`src/rtl/icache_responder_if.sv`:
```
// Fetch-side and refill-side handshake bundle for icache_responder.
interface icache_responder_if;
  logic        req_rd_i;
  logic [31:0] req_pc_i;
  logic        req_flush_i;
  logic        req_invalidate_i;
  logic        req_accept_o;
  logic        req_valid_o;
  logic        req_error_o;
  logic [31:0] req_inst_o;
  logic        mem_rd_o;
  logic [31:0] mem_addr_o;
  logic        mem_accept_i;
  logic        mem_valid_i;
  logic        mem_error_i;
  logic [31:0] mem_data_i;

  // Cache side
  modport slave (
    input  req_rd_i, req_pc_i, req_flush_i, req_invalidate_i,
    input  mem_accept_i, mem_valid_i, mem_error_i, mem_data_i,
    output req_accept_o, req_valid_o, req_error_o, req_inst_o,
    output mem_rd_o, mem_addr_o
  );

  // Fetch unit / memory side
  modport master (
    output req_rd_i, req_pc_i, req_flush_i, req_invalidate_i,
    output mem_accept_i, mem_valid_i, mem_error_i, mem_data_i,
    input  req_accept_o, req_valid_o, req_error_o, req_inst_o,
    input  mem_rd_o, mem_addr_o
  );
endinterface

```
`src/rtl/icache_responder.sv`:
```
// Direct-mapped, one-word-per-line instruction cache with single-word refill.
module icache_responder #(
  parameter int unsigned LINES        = 16,
  parameter logic [31:0] MEM_ERR_INST = 32'h53
) (
  input  logic             clk_i,
  input  logic             rst_i,
  icache_responder_if.slave bus
);

  localparam int unsigned IDX  = $clog2(LINES);
  localparam int unsigned TAGW = 30 - IDX;

  typedef enum logic [1:0] {
    S_IDLE,
    S_REFILL_REQ,
    S_REFILL_WAIT
  } state_t;

  state_t            r_state;
  logic [LINES-1:0]  r_valid;
  logic [TAGW-1:0]   r_tag  [LINES];
  logic [31:0]       r_data [LINES];
  logic [31:2]       r_pc;
  logic              r_flush_pending;
  logic              r_req_valid;
  logic              r_req_error;
  logic [31:0]       r_req_inst;
  logic              r_mem_rd;
  logic [31:0]       r_mem_addr;

  logic [IDX-1:0]    w_idx;
  logic [TAGW-1:0]   w_tag;
  logic [IDX-1:0]    w_fidx;
  logic              w_flush;
  logic              w_accept;
  logic              w_hit;
  logic              w_fill;

  // Address decode, hit detection and refill-write qualification
  always_comb begin
    w_idx    = bus.req_pc_i[IDX+1:2];
    w_tag    = bus.req_pc_i[31:IDX+2];
    w_fidx   = r_pc[IDX+1:2];
    w_flush  = bus.req_flush_i | bus.req_invalidate_i;
    w_accept = (r_state == S_IDLE) && bus.req_rd_i && !w_flush && !r_flush_pending;
    w_hit    = r_valid[w_idx] && (r_tag[w_idx] == w_tag);
    // A flush arriving in the same cycle as the refill data also suppresses the write
    w_fill   = !rst_i && (r_state == S_REFILL_WAIT) && bus.mem_valid_i &&
               !bus.mem_error_i && !r_flush_pending && !w_flush;
  end

  // Control FSM, valid bits and registered response/refill outputs
  always_ff @(posedge clk_i) begin
    if (rst_i) begin
      r_state         <= S_IDLE;
      r_valid         <= '0;
      r_flush_pending <= 1'b0;
      r_pc            <= '0;
      r_req_valid     <= 1'b0;
      r_req_error     <= 1'b0;
      r_req_inst      <= '0;
      r_mem_rd        <= 1'b0;
      r_mem_addr      <= '0;
    end else begin
      r_req_valid <= 1'b0;
      r_req_error <= 1'b0;
      case (r_state)
        S_IDLE: begin
          if (w_flush) begin
            r_valid <= '0;
          end else if (w_accept) begin
            if (bus.req_pc_i[1:0] != 2'b00) begin
              r_req_valid <= 1'b1;
              r_req_error <= 1'b1;
              r_req_inst  <= MEM_ERR_INST;
            end else if (w_hit) begin
              r_req_valid <= 1'b1;
              r_req_inst  <= r_data[w_idx];
            end else begin
              r_pc       <= bus.req_pc_i[31:2];
              r_mem_rd   <= 1'b1;
              r_mem_addr <= {bus.req_pc_i[31:2], 2'b00};
              r_state    <= S_REFILL_REQ;
            end
          end
        end
        S_REFILL_REQ: begin
          if (w_flush) r_flush_pending <= 1'b1;
          if (bus.mem_accept_i) begin
            r_mem_rd <= 1'b0;
            r_state  <= S_REFILL_WAIT;
          end
        end
        S_REFILL_WAIT: begin
          if (bus.mem_valid_i) begin
            r_req_valid <= 1'b1;
            r_req_error <= bus.mem_error_i;
            r_req_inst  <= bus.mem_error_i ? MEM_ERR_INST : bus.mem_data_i;
            r_state     <= S_IDLE;
            if (r_flush_pending || w_flush) begin
              r_valid         <= '0;
              r_flush_pending <= 1'b0;
            end else if (!bus.mem_error_i) begin
              r_valid[w_fidx] <= 1'b1;
            end
          end else if (w_flush) begin
            r_flush_pending <= 1'b1;
          end
        end
        default: r_state <= S_IDLE;
      endcase
    end
  end

  // Line storage; only valid bits need reset
  always_ff @(posedge clk_i) begin
    if (w_fill) begin
      r_tag[w_fidx]  <= r_pc[31:IDX+2];
      r_data[w_fidx] <= bus.mem_data_i;
    end
  end

  assign bus.req_accept_o = w_accept;
  assign bus.req_valid_o  = r_req_valid;
  assign bus.req_error_o  = r_req_error;
  assign bus.req_inst_o   = r_req_inst;
  assign bus.mem_rd_o     = r_mem_rd;
  assign bus.mem_addr_o   = r_mem_addr;

endmodule

```
`src/flat_wrapper.sv`:
```
// flat-port wrapper written by rule: the top's interface ports become plain ports
module icache_responder_flat 
#(
  parameter int unsigned LINES        = 16,
  parameter logic [31:0] MEM_ERR_INST = 32'h53
)
  (clk_i, rst_i, bus_req_rd_i, bus_req_pc_i, bus_req_flush_i, bus_req_invalidate_i, bus_mem_accept_i, bus_mem_valid_i, bus_mem_error_i, bus_mem_data_i, bus_req_accept_o, bus_req_valid_o, bus_req_error_o, bus_req_inst_o, bus_mem_rd_o, bus_mem_addr_o);
  icache_responder_if bus_i ();
  input  logic clk_i;
  input  logic rst_i;
  input wire logic [$bits(bus_i.req_rd_i)-1:0] bus_req_rd_i;
  input wire logic [$bits(bus_i.req_pc_i)-1:0] bus_req_pc_i;
  input wire logic [$bits(bus_i.req_flush_i)-1:0] bus_req_flush_i;
  input wire logic [$bits(bus_i.req_invalidate_i)-1:0] bus_req_invalidate_i;
  input wire logic [$bits(bus_i.mem_accept_i)-1:0] bus_mem_accept_i;
  input wire logic [$bits(bus_i.mem_valid_i)-1:0] bus_mem_valid_i;
  input wire logic [$bits(bus_i.mem_error_i)-1:0] bus_mem_error_i;
  input wire logic [$bits(bus_i.mem_data_i)-1:0] bus_mem_data_i;
  output wire logic [$bits(bus_i.req_accept_o)-1:0] bus_req_accept_o;
  output wire logic [$bits(bus_i.req_valid_o)-1:0] bus_req_valid_o;
  output wire logic [$bits(bus_i.req_error_o)-1:0] bus_req_error_o;
  output wire logic [$bits(bus_i.req_inst_o)-1:0] bus_req_inst_o;
  output wire logic [$bits(bus_i.mem_rd_o)-1:0] bus_mem_rd_o;
  output wire logic [$bits(bus_i.mem_addr_o)-1:0] bus_mem_addr_o;
  assign bus_i.req_rd_i = bus_req_rd_i;
  assign bus_i.req_pc_i = bus_req_pc_i;
  assign bus_i.req_flush_i = bus_req_flush_i;
  assign bus_i.req_invalidate_i = bus_req_invalidate_i;
  assign bus_i.mem_accept_i = bus_mem_accept_i;
  assign bus_i.mem_valid_i = bus_mem_valid_i;
  assign bus_i.mem_error_i = bus_mem_error_i;
  assign bus_i.mem_data_i = bus_mem_data_i;
  assign bus_req_accept_o = bus_i.req_accept_o;
  assign bus_req_valid_o = bus_i.req_valid_o;
  assign bus_req_error_o = bus_i.req_error_o;
  assign bus_req_inst_o = bus_i.req_inst_o;
  assign bus_mem_rd_o = bus_i.mem_rd_o;
  assign bus_mem_addr_o = bus_i.mem_addr_o;
  icache_responder #(.LINES(LINES), .MEM_ERR_INST(MEM_ERR_INST)) u_core (.clk_i(clk_i), .rst_i(rst_i), .bus(bus_i));
endmodule
```
`config.mk`:
```
export PLATFORM = sky130hd
export DESIGN_NAME = icache_responder_flat
export DESIGN_NICKNAME = d
export VERILOG_FILES = /design/src/rtl/icache_responder_if.sv /design/src/rtl/icache_responder.sv /design/src/flat_wrapper.sv
export SDC_FILE = /design/constraint.sdc
export NUM_CORES = 1
export LEC_CHECK = 0
export ABC_CLOCK_PERIOD_IN_PS = 7000
export CELL_PAD_IN_SITES_DETAIL_PLACEMENT = 0
export CELL_PAD_IN_SITES_GLOBAL_PLACEMENT = 1
export CORE_UTILIZATION = 35
export CTS_CLUSTER_DIAMETER = 80
export DETAILED_ROUTE_END_ITERATION = 7
export DONT_BUFFER_PORTS = 1
export GPL_ROUTABILITY_DRIVEN = 0
export PLACE_DENSITY_LB_ADDON = 0.1
export SYNTH_ARGS = -nofsm -noshare
export SYNTH_HDL_FRONTEND = slang
export SYNTH_SLANG_ARGS = --single-unit
```
`constraint.sdc`:
```
create_clock -name clk_i -period 7 [get_ports clk_i]
set_clock_uncertainty 0.15 [all_clocks]
set_input_delay 1.4 -clock clk_i [delete_from_list [all_inputs] [get_ports clk_i]]
set_output_delay 1.4 -clock clk_i [all_outputs]
set_load 0.02 [all_outputs]
```
==> out/results.md, run 1 <==
## Logic synthesis
- **Synth cell types** 66
- **fraction of registers with async set or reset after synthesis** 0
- **most common flop cell mapped by yosys** edfxtp_1
- **sequential area share after synthesis** 0.751
- **Mapped Avg Cell Area** 20.6 µm²
- **number of synthesized flops with an enable pin** 928
- **Yosys warning total** 0
- **synthesized area** 39,400 µm²
- **Mapped Cells** 1,908
- **register bit count reported by yosys** 1,012

## Critical path
- **type of the setup path with the least slack** in2reg
- **signal arrival time at the worst endpoint** 4.78 ns
- **worst path cell trace** nor2b_1 > a221oi_1 > mux2_2 > a32o_1 > or4_1 > nor4_4 > a31oi_4 > buf_4 > mux2i_1 > nor2_1
- **r2r worst-path depth** 10
- **biggest cell delay along the critical path** 0.57 ns
- **worst-path maximum fanout** 200
- **worst reg2reg endpoint** u_core.r_pc[29]$_SDFFE_PP0P_
- **nature of the critical path startpoint** primary input
- **slowest library cell on the worst path** nor2b_1
- **setup slack of the worst register-to-register path** 3.18 ns
- **required arrival time at the worst endpoint** 7.40 ns
- **CP endpoint kind** register
- **critical register-to-register path startpoint** u_core.r_tag[14][10]$_DFFE_PP_

## Placement
- **estimated wirelength of the detail-placed design** 56,100 µm
- **number of buffer cells added on primary ports** 0
- **pre-CTS setup slack** 1.96 ns

## STA
- **slew of the pin with the lowest slew margin** 1.05 ns
- **number of max-slew violations in the final report** 0
- **final critical-path setup slack** 2.61 ns
- **clock period minus worst slack** 4.39 ns
- **maximum achievable frequency** 228 MHz
- **accumulated negative setup slack** 0 ns
- **final cycle utilization of the critical path** 0.627
- **Max-Slew Margin vs Limit** 0.298
- **Setup Viol. Count Final** 0
- **final hold violation count** 0
- **unrepaired setup endpoints after global routing** false

## Layout
- **commonest cells after routing, fill and taps aside** edfxtp_1, mux4_2, clkbuf_16
- **fin util** 0.405
- **ratio of cells with drive above 1 in the final layout** 0.258
- **Final Net Count** 2,027
- **most common cell after layout, fill and taps aside** edfxtp_1
- **growth of design area from synthesis to finish** 14.2%
- **antenna fix cells** 0

## Drt
- **DR DRC count** 0
- **routed vias** 19,200
- **initial detailed-routing violation count** 1,530
- **remaining antenna violation count** 0
- **overall routed net length** 107,000 µm
- **routed len/inst** 30.2 µm
- **DR pass1 iterations** 5
- **number of vias per cell after detailed routing** 5.43

## Power and ir drop
- **Leakage** 0.0131 µW
- **switching pwr** 2530 µW
- **areal power density over the cells** 284 nW/µm²
- **sequential group share of total power** 0.517
- **Comb power frac** 0.023
- **fraction of power spent switching nets** 0.198
- **maximum ir drop on the vdd rail** 186 µV
- **internal power** 10,300 µW
- **relative contribution of the clock network to total power** 0.460
- **power after layout** 12,800 µW

## Clock tree
- **number of buffers inserted during clock tree synthesis** 112
- **Resized cells post-CTS** 0
- **worst-case clock buffer depth** 3
- **number of setup buffers added after CTS** 0
- **clock sink count** 1,012
- **Clock Root Buffer** clkbuf_16
- **TritonCTS clock tree** built
- **htree depth** 3
- **clock slew seen by the registers of the worst setup and hold paths** 0.06 ns
- **post-cts hold buffer count** 0
- **clock latency of the later-clocked register in the worst-skew pair** 0.68 ns

## GRT
- **pin count of the biggest net entering global routing** 244
- **vias in the first global route** 19,900
- **leftover overflow at the end of global routing** 0
- **total routing usage reported by global routing** 0.190
- **wire length of the first global-routing pass** 151,000 µm
- **antenna violations before repair** 0

## Floorplanning
- **initial core utilization** 0.354
- **die height** 337 µm
- **standard-cell rows** 122
- **Chip Width** 337 µm
- **placeable core area** 111,000 µm²
- **boundary pin count** 140
- **Die Outline Area** 114,000 µm²

## Flow run
- **MaxCap Viol Count** 0

## Worst hold path
- **path category of the worst min-delay check** reg2reg
- **hold endpoint** u_core.r_valid[2]$_SDFFE_PP0P_
- **hold path start** u_core.r_valid[2]$_SDFFE_PP0P_
- **cell count of the worst hold path** 2

## Outcome
- **outcome** completed

[per-layer routing]
layer / track usage / vias up / routed length [µm]
met3: 0.0450 / 102 / 7290
met5: 0 / - / 0
li1: - / 8070 / -
met2: 0.297 / 539 / 49900
met4: 0.0420 / 0 / 1470
met1: 0.268 / 10500 / 48000
[worst max path at each step]
stage	from	endpoint	slack [ns]
2_1_floorplan	bus_mem_error_i	u_core.r_data[3][0]$_DFFE_PP_	0.01
3_3_place_gp	bus_req_pc_i[2]	u_core.r_pc[10]$_SDFFE_PP0P_	1.97
3_5_place_dp	bus_req_pc_i[2]	u_core.r_pc[29]$_SDFFE_PP0P_	1.96
4_1_cts	bus_req_pc_i[2]	u_core.r_pc[29]$_SDFFE_PP0P_	2.65
5_1_grt	bus_req_pc_i[5]	u_core.r_pc[15]$_SDFFE_PP0P_	2.51
6_report	bus_req_pc_i[3]	u_core.r_pc[29]$_SDFFE_PP0P_	2.61
[stage by stage]
step                      hold slack [ns]  std cells  cell area [µm²]
after floorplan                     0.281       1909            39400
after global placement              0.294       3329            41300
after detailed placement            0.309       3329            41300
after CTS                           0.323       3538            45000
after global routing                0.360       3538            45000
final                               0.323       3538            45000
[flip-flops by register name (all words and copies together), names as in the netlist]
| register | cells |
|---|---|
| u_core.r_tag | 416 |
| u_core.bus.req_inst_o | 32 |
| u_core.r_data | 512 |
| u_core.r_valid | 16 |
| u_core.bus.mem_rd_o | 1 |
| u_core.r_pc | 30 |
| u_core.bus.req_valid_o | 1 |
| u_core.bus.req_error_o | 1 |
| u_core.r_flush_pending | 1 |
| u_core.r_state | 2 |
[synth_stat cells (7+ instances only)]
cell      count  area, µm²
dfxtp_1      84       1680
nor3_1       50        250
xor2_1       10       87.6
inv_1         8       30.0
a21oi_1      52        260
mux4_2      248       5590
a221oi_1     11       96.3
xnor2_1      10       87.6
a32o_1       30        300
edfxtp_1    928      27900
o221ai_1      8       70.1
buf_4         8       60.1
o22ai_1       7       43.8
nor2_1       87        327
buf_2        39        195
nor3_2       18        180
a22oi_1       8       60.1
nand2_1      29        109
clkbuf_1     58        218
nor2b_1      13       81.3
nand2b_1     11       68.8
mux2i_1      82        821
mux2_2       14        158
o21ai_0       9       45.0
nand3_1      15       75.1
[critical path, delay by kind of cell]
kind | cells | cell delay, ns
mux | 2 | 0.57
compound gates | 3 | 0.73
buf+inv | 1 | 0.36
simple gates | 4 | 1.55
[final cells by class]
cell class	count	area [µm²]
Clock buffer	158	3200
Clock inverter	51	495
Fill cell	9990	66200
Inverter	9	35.0
Multi-Input combinational cell	772	9360
Sequential cell	1012	29500
Tap cell	1488	1860
Timing Repair Buffer	48	460
[cells by family after synthesis]
group | after synthesis | synth area share
DFF | 1012 | 0.751
muxes | 344 | 0.167
and+or+nand+nor | 245 | 0.0325
AOI/OAI and AO/OA | 161 | 0.0299
buffers and inverters | 125 | 0.0156
xor gates and xnor gates | 20 | 0.00445
other | 1 | 0.0000953
[power groups by stage]
stage               combinational (µW)  sequential [µW]  clock (µW)
floorplan                          315             6720           0
global placement                   298             6730           0
detailed placement                 299             6730           0
CTS                                301             6610        6010
global route                       316             6600        6240
finish                             297             6610        5880
No activity file was read; power rests on OpenSTA's default activity.
==> inputs of run 2 (changes only) <==
--- a/config.mk
+++ b/config.mk
@@ -5,7 +5,7 @@
 export SDC_FILE = /design/constraint.sdc
 export NUM_CORES = 1
 export LEC_CHECK = 0
-export ABC_CLOCK_PERIOD_IN_PS = 7000
+export ABC_CLOCK_PERIOD_IN_PS = 4350
 export CELL_PAD_IN_SITES_DETAIL_PLACEMENT = 0
 export CELL_PAD_IN_SITES_GLOBAL_PLACEMENT = 1
 export CORE_UTILIZATION = 35
==> constraint.sdc (replaced) <==
create_clock -name clk_i -period 4.35 [get_ports clk_i]
set_clock_uncertainty 0.15 [all_clocks]
set_input_delay 0.87 -clock clk_i [delete_from_list [all_inputs] [get_ports clk_i]]
set_output_delay 0.87 -clock clk_i [all_outputs]
set_load 0.02 [all_outputs]
==> out/results.md, run 2 (synthesis gave the netlist of run 1 again) <==
## Critical path
- **worst path cell trace** nor2b_1 > a22oi_1 > o21ai_0 > a32o_1 > or4_1 > nor4_4 > and4_1 > buf_12 > nor3_1 > nor3_1
- **worst-path maximum fanout** 243, +22%
- **Critical Path Start** bus_req_pc_i[2]
- **nature of the critical path startpoint** primary input
- **CP endpoint kind** register
- **required arrival time at the worst endpoint** 4.80 ns, -2.60 ns
- **crit-path most repeated cell** nor3_1
- **slowest library cell on the worst path** or4_1
- **type of the setup path with the least slack** in2reg
- **biggest cell delay along the critical path** 0.55 ns, -0.02 ns
- **signal arrival time at the worst endpoint** 4.19 ns, -0.59 ns
- **critical register-to-register path startpoint** u_core.r_tag[15][14]$_DFFE_PP_

## Clock tree
- **clock latency of the later-clocked register in the worst-skew pair** 0.68 ns, about the same
- **clock slew seen by the registers of the worst setup and hold paths** 0.06 ns, about the same
- **worst-case clock buffer depth** 3, unchanged
- **number of buffers inserted during clock tree synthesis** 110, -1.8%
- **number of setup buffers added after CTS** 0, unchanged
- **TritonCTS clock tree** built
- **clock sink count** 1,012, unchanged
- **Resized cells post-CTS** 0, unchanged
- **htree depth** 3, unchanged
- **post-cts hold buffer count** 0, unchanged
- **Clock Root Buffer** clkbuf_16

## Outcome
- **outcome** completed

## Layout
- **max reg flops** 512, unchanged
- **Final Net Count** 2,034, +0.35%
- **area used by sequential logic in the layout** 29,500 µm², unchanged
- **register with the highest flop count** u_core.r_data
- **fillers** 9,985, -0.050%
- **multi-input gate area in the final layout** 9390 µm², +0.27%
- **final design instance area without fill** 45,100 µm², +0.20%
- **commonest cells after routing, fill and taps aside** edfxtp_1, mux4_2, clkbuf_16
- **growth of design area from synthesis to finish** 14.4%
- **antenna fix cells** 0, unchanged
- **ratio of cells with drive above 1 in the final layout** 0.247, -0.0113
- **most common cell after layout, fill and taps aside** edfxtp_1

## Drt
- **remaining antenna violation count** 0, unchanged
- **routed vias** 19,400, +0.84%
- **initial detailed-routing violation count** 1,681, +9.9%
- **number of vias per cell after detailed routing** 5.46, +0.59%
- **routed len/inst** 30.2 µm, +0.23%
- **DR DRC count** 0, unchanged
- **DR pass1 iterations** 5, unchanged
- **overall routed net length** 107,000 µm, +0.48%

## GRT
- **antenna violations before repair** 0, unchanged
- **pin count of the biggest net entering global routing** 244, unchanged
- **total routing usage reported by global routing** 0.191, +0.00135
- **leftover overflow at the end of global routing** 0, unchanged
- **wire length of the first global-routing pass** 153,000 µm, +0.81%
- **vias in the first global route** 20,300, +2.0%

## Placement
- **estimated wirelength of the detail-placed design** 54,500 µm, -2.8%
- **total placed instance area** 41,600 µm², +0.74%
- **number of buffer cells added on primary ports** 0, unchanged
- **pre-CTS setup slack** 0.123 ns, -1.84 ns

## STA
- **clock period minus worst slack** 3.75 ns
- **Max-Slew Margin vs Limit** 0.382, +0.0835
- **slew of the pin with the lowest slew margin** 0.926 ns, -0.124 ns
- **number of max-slew violations in the final report** 0, unchanged
- **final critical-path setup slack** 0.604 ns, -2.01 ns
- **final cycle utilization of the critical path** 0.861
- **maximum achievable frequency** 267 MHz
- **final hold violation count** 0, unchanged
- **unrepaired setup endpoints after global routing** false
- **Setup Viol. Count Final** 0, unchanged

## Power and ir drop
- **maximum ir drop on the vdd rail** 338 µV, +82%
- **areal power density over the cells** 448 nW/µm², +57%
- **power after layout** 20,200 µW, +58%
- **Leakage** 0.0130 µW, -0.53%

## Floorplanning
- **boundary pin count** 140, unchanged
- **Chip Width** 337 µm, unchanged
- **initial core utilization** 0.354, unchanged
- **die height** 337 µm, unchanged
- **Die Outline Area** 114,000 µm², unchanged
- **placeable core area** 111,000 µm², unchanged
- **standard-cell rows** 122, unchanged

## Worst hold path
- **path category of the worst min-delay check** in2reg
- **hold path start** rst_i

## Flow run
- **MaxCap Viol Count** 0, unchanged

==> run 2: changes by cell type in the layout (fill, tap and decap cells not counted), moves of 8 or more <==
| cell | previous run | this run |
|---|---|---|
| buf_12 | 8 | 25 |
| clkinv_1 | 10 | 26 |
| clkbuf_1 | 28 | 42 |
| clkinv_2 | 26 | 12 |
| clkbuf_8 | 14 | 4 |
| buf_4 | 40 | 32 |
==> run 2: critical path, delay by kind of cell <==
| kind | cells | cell delay [ns] |
|---|---|---|
| and+or+nand+nor | 6 | 1.96 |
| AOI/OAI and AO/OA | 3 | 0.83 |
| buffers and inverters | 1 | 0.22 |
==> run 2: final timing paths <==
path / endpoint / slack [ns] / cells past startpoint
setup / recovery: u_core.bus.req_inst_o[11]$_SDFFE_PP0P_ / 0.60 / 10
hold / removal: u_core.bus.req_error_o$_SDFF_PP0_ / 0.12 / 1
setup reg to reg: u_core.bus.req_inst_o[11]$_SDFFE_PP0P_ / 0.75 / 9
hold reg to reg: u_core.r_valid[3]$_SDFFE_PP0P_ / 0.31 / 2
==> run 2: per-layer routing <==
| layer | wire [µm] | global-route usage |
|---|---|---|
| met5 | 0 | 0 |
| met4 | 1680 | 0.0431 |
| met3 | 5720 | 0.0343 |
| met2 | 51800 | 0.308 |
| met1 | 48100 | 0.270 |
==> run 2: where the power goes <==
group | switching (µW) | total [µW] | internal, µW
Clock | 3730 | 9040 | 5300
Combinational | 206 | 497 | 291
Sequential | 55.3 | 10600 | 10600
==> run 2: layout make-up <==
type	instances	area share
Multi-Input combinational cell	772	0.208
Clock inverter	50	0.00978
Tap cell	1488	0.0413
Timing Repair Buffer	57	0.0164
Inverter	9	0.000778
Clock buffer	159	0.0675
Sequential cell	1012	0.656
==> run 2: per-stage QoR <==
step | hold slack [ns] | instances | util | TNS, ns
6_report | 0.119 | 3547 | 0.405 | 0
5_1_grt | 0.0817 | 3547 | 0.405 | 0
4_1_cts | 0.0655 | 3547 | 0.405 | 0
3_5_place_dp | 0.305 | 3338 | 0.374 | 0
3_3_place_gp | 0.292 | 3338 | 0.374 | 0
2_1_floorplan | 0.281 | 1909 | - | -384.72
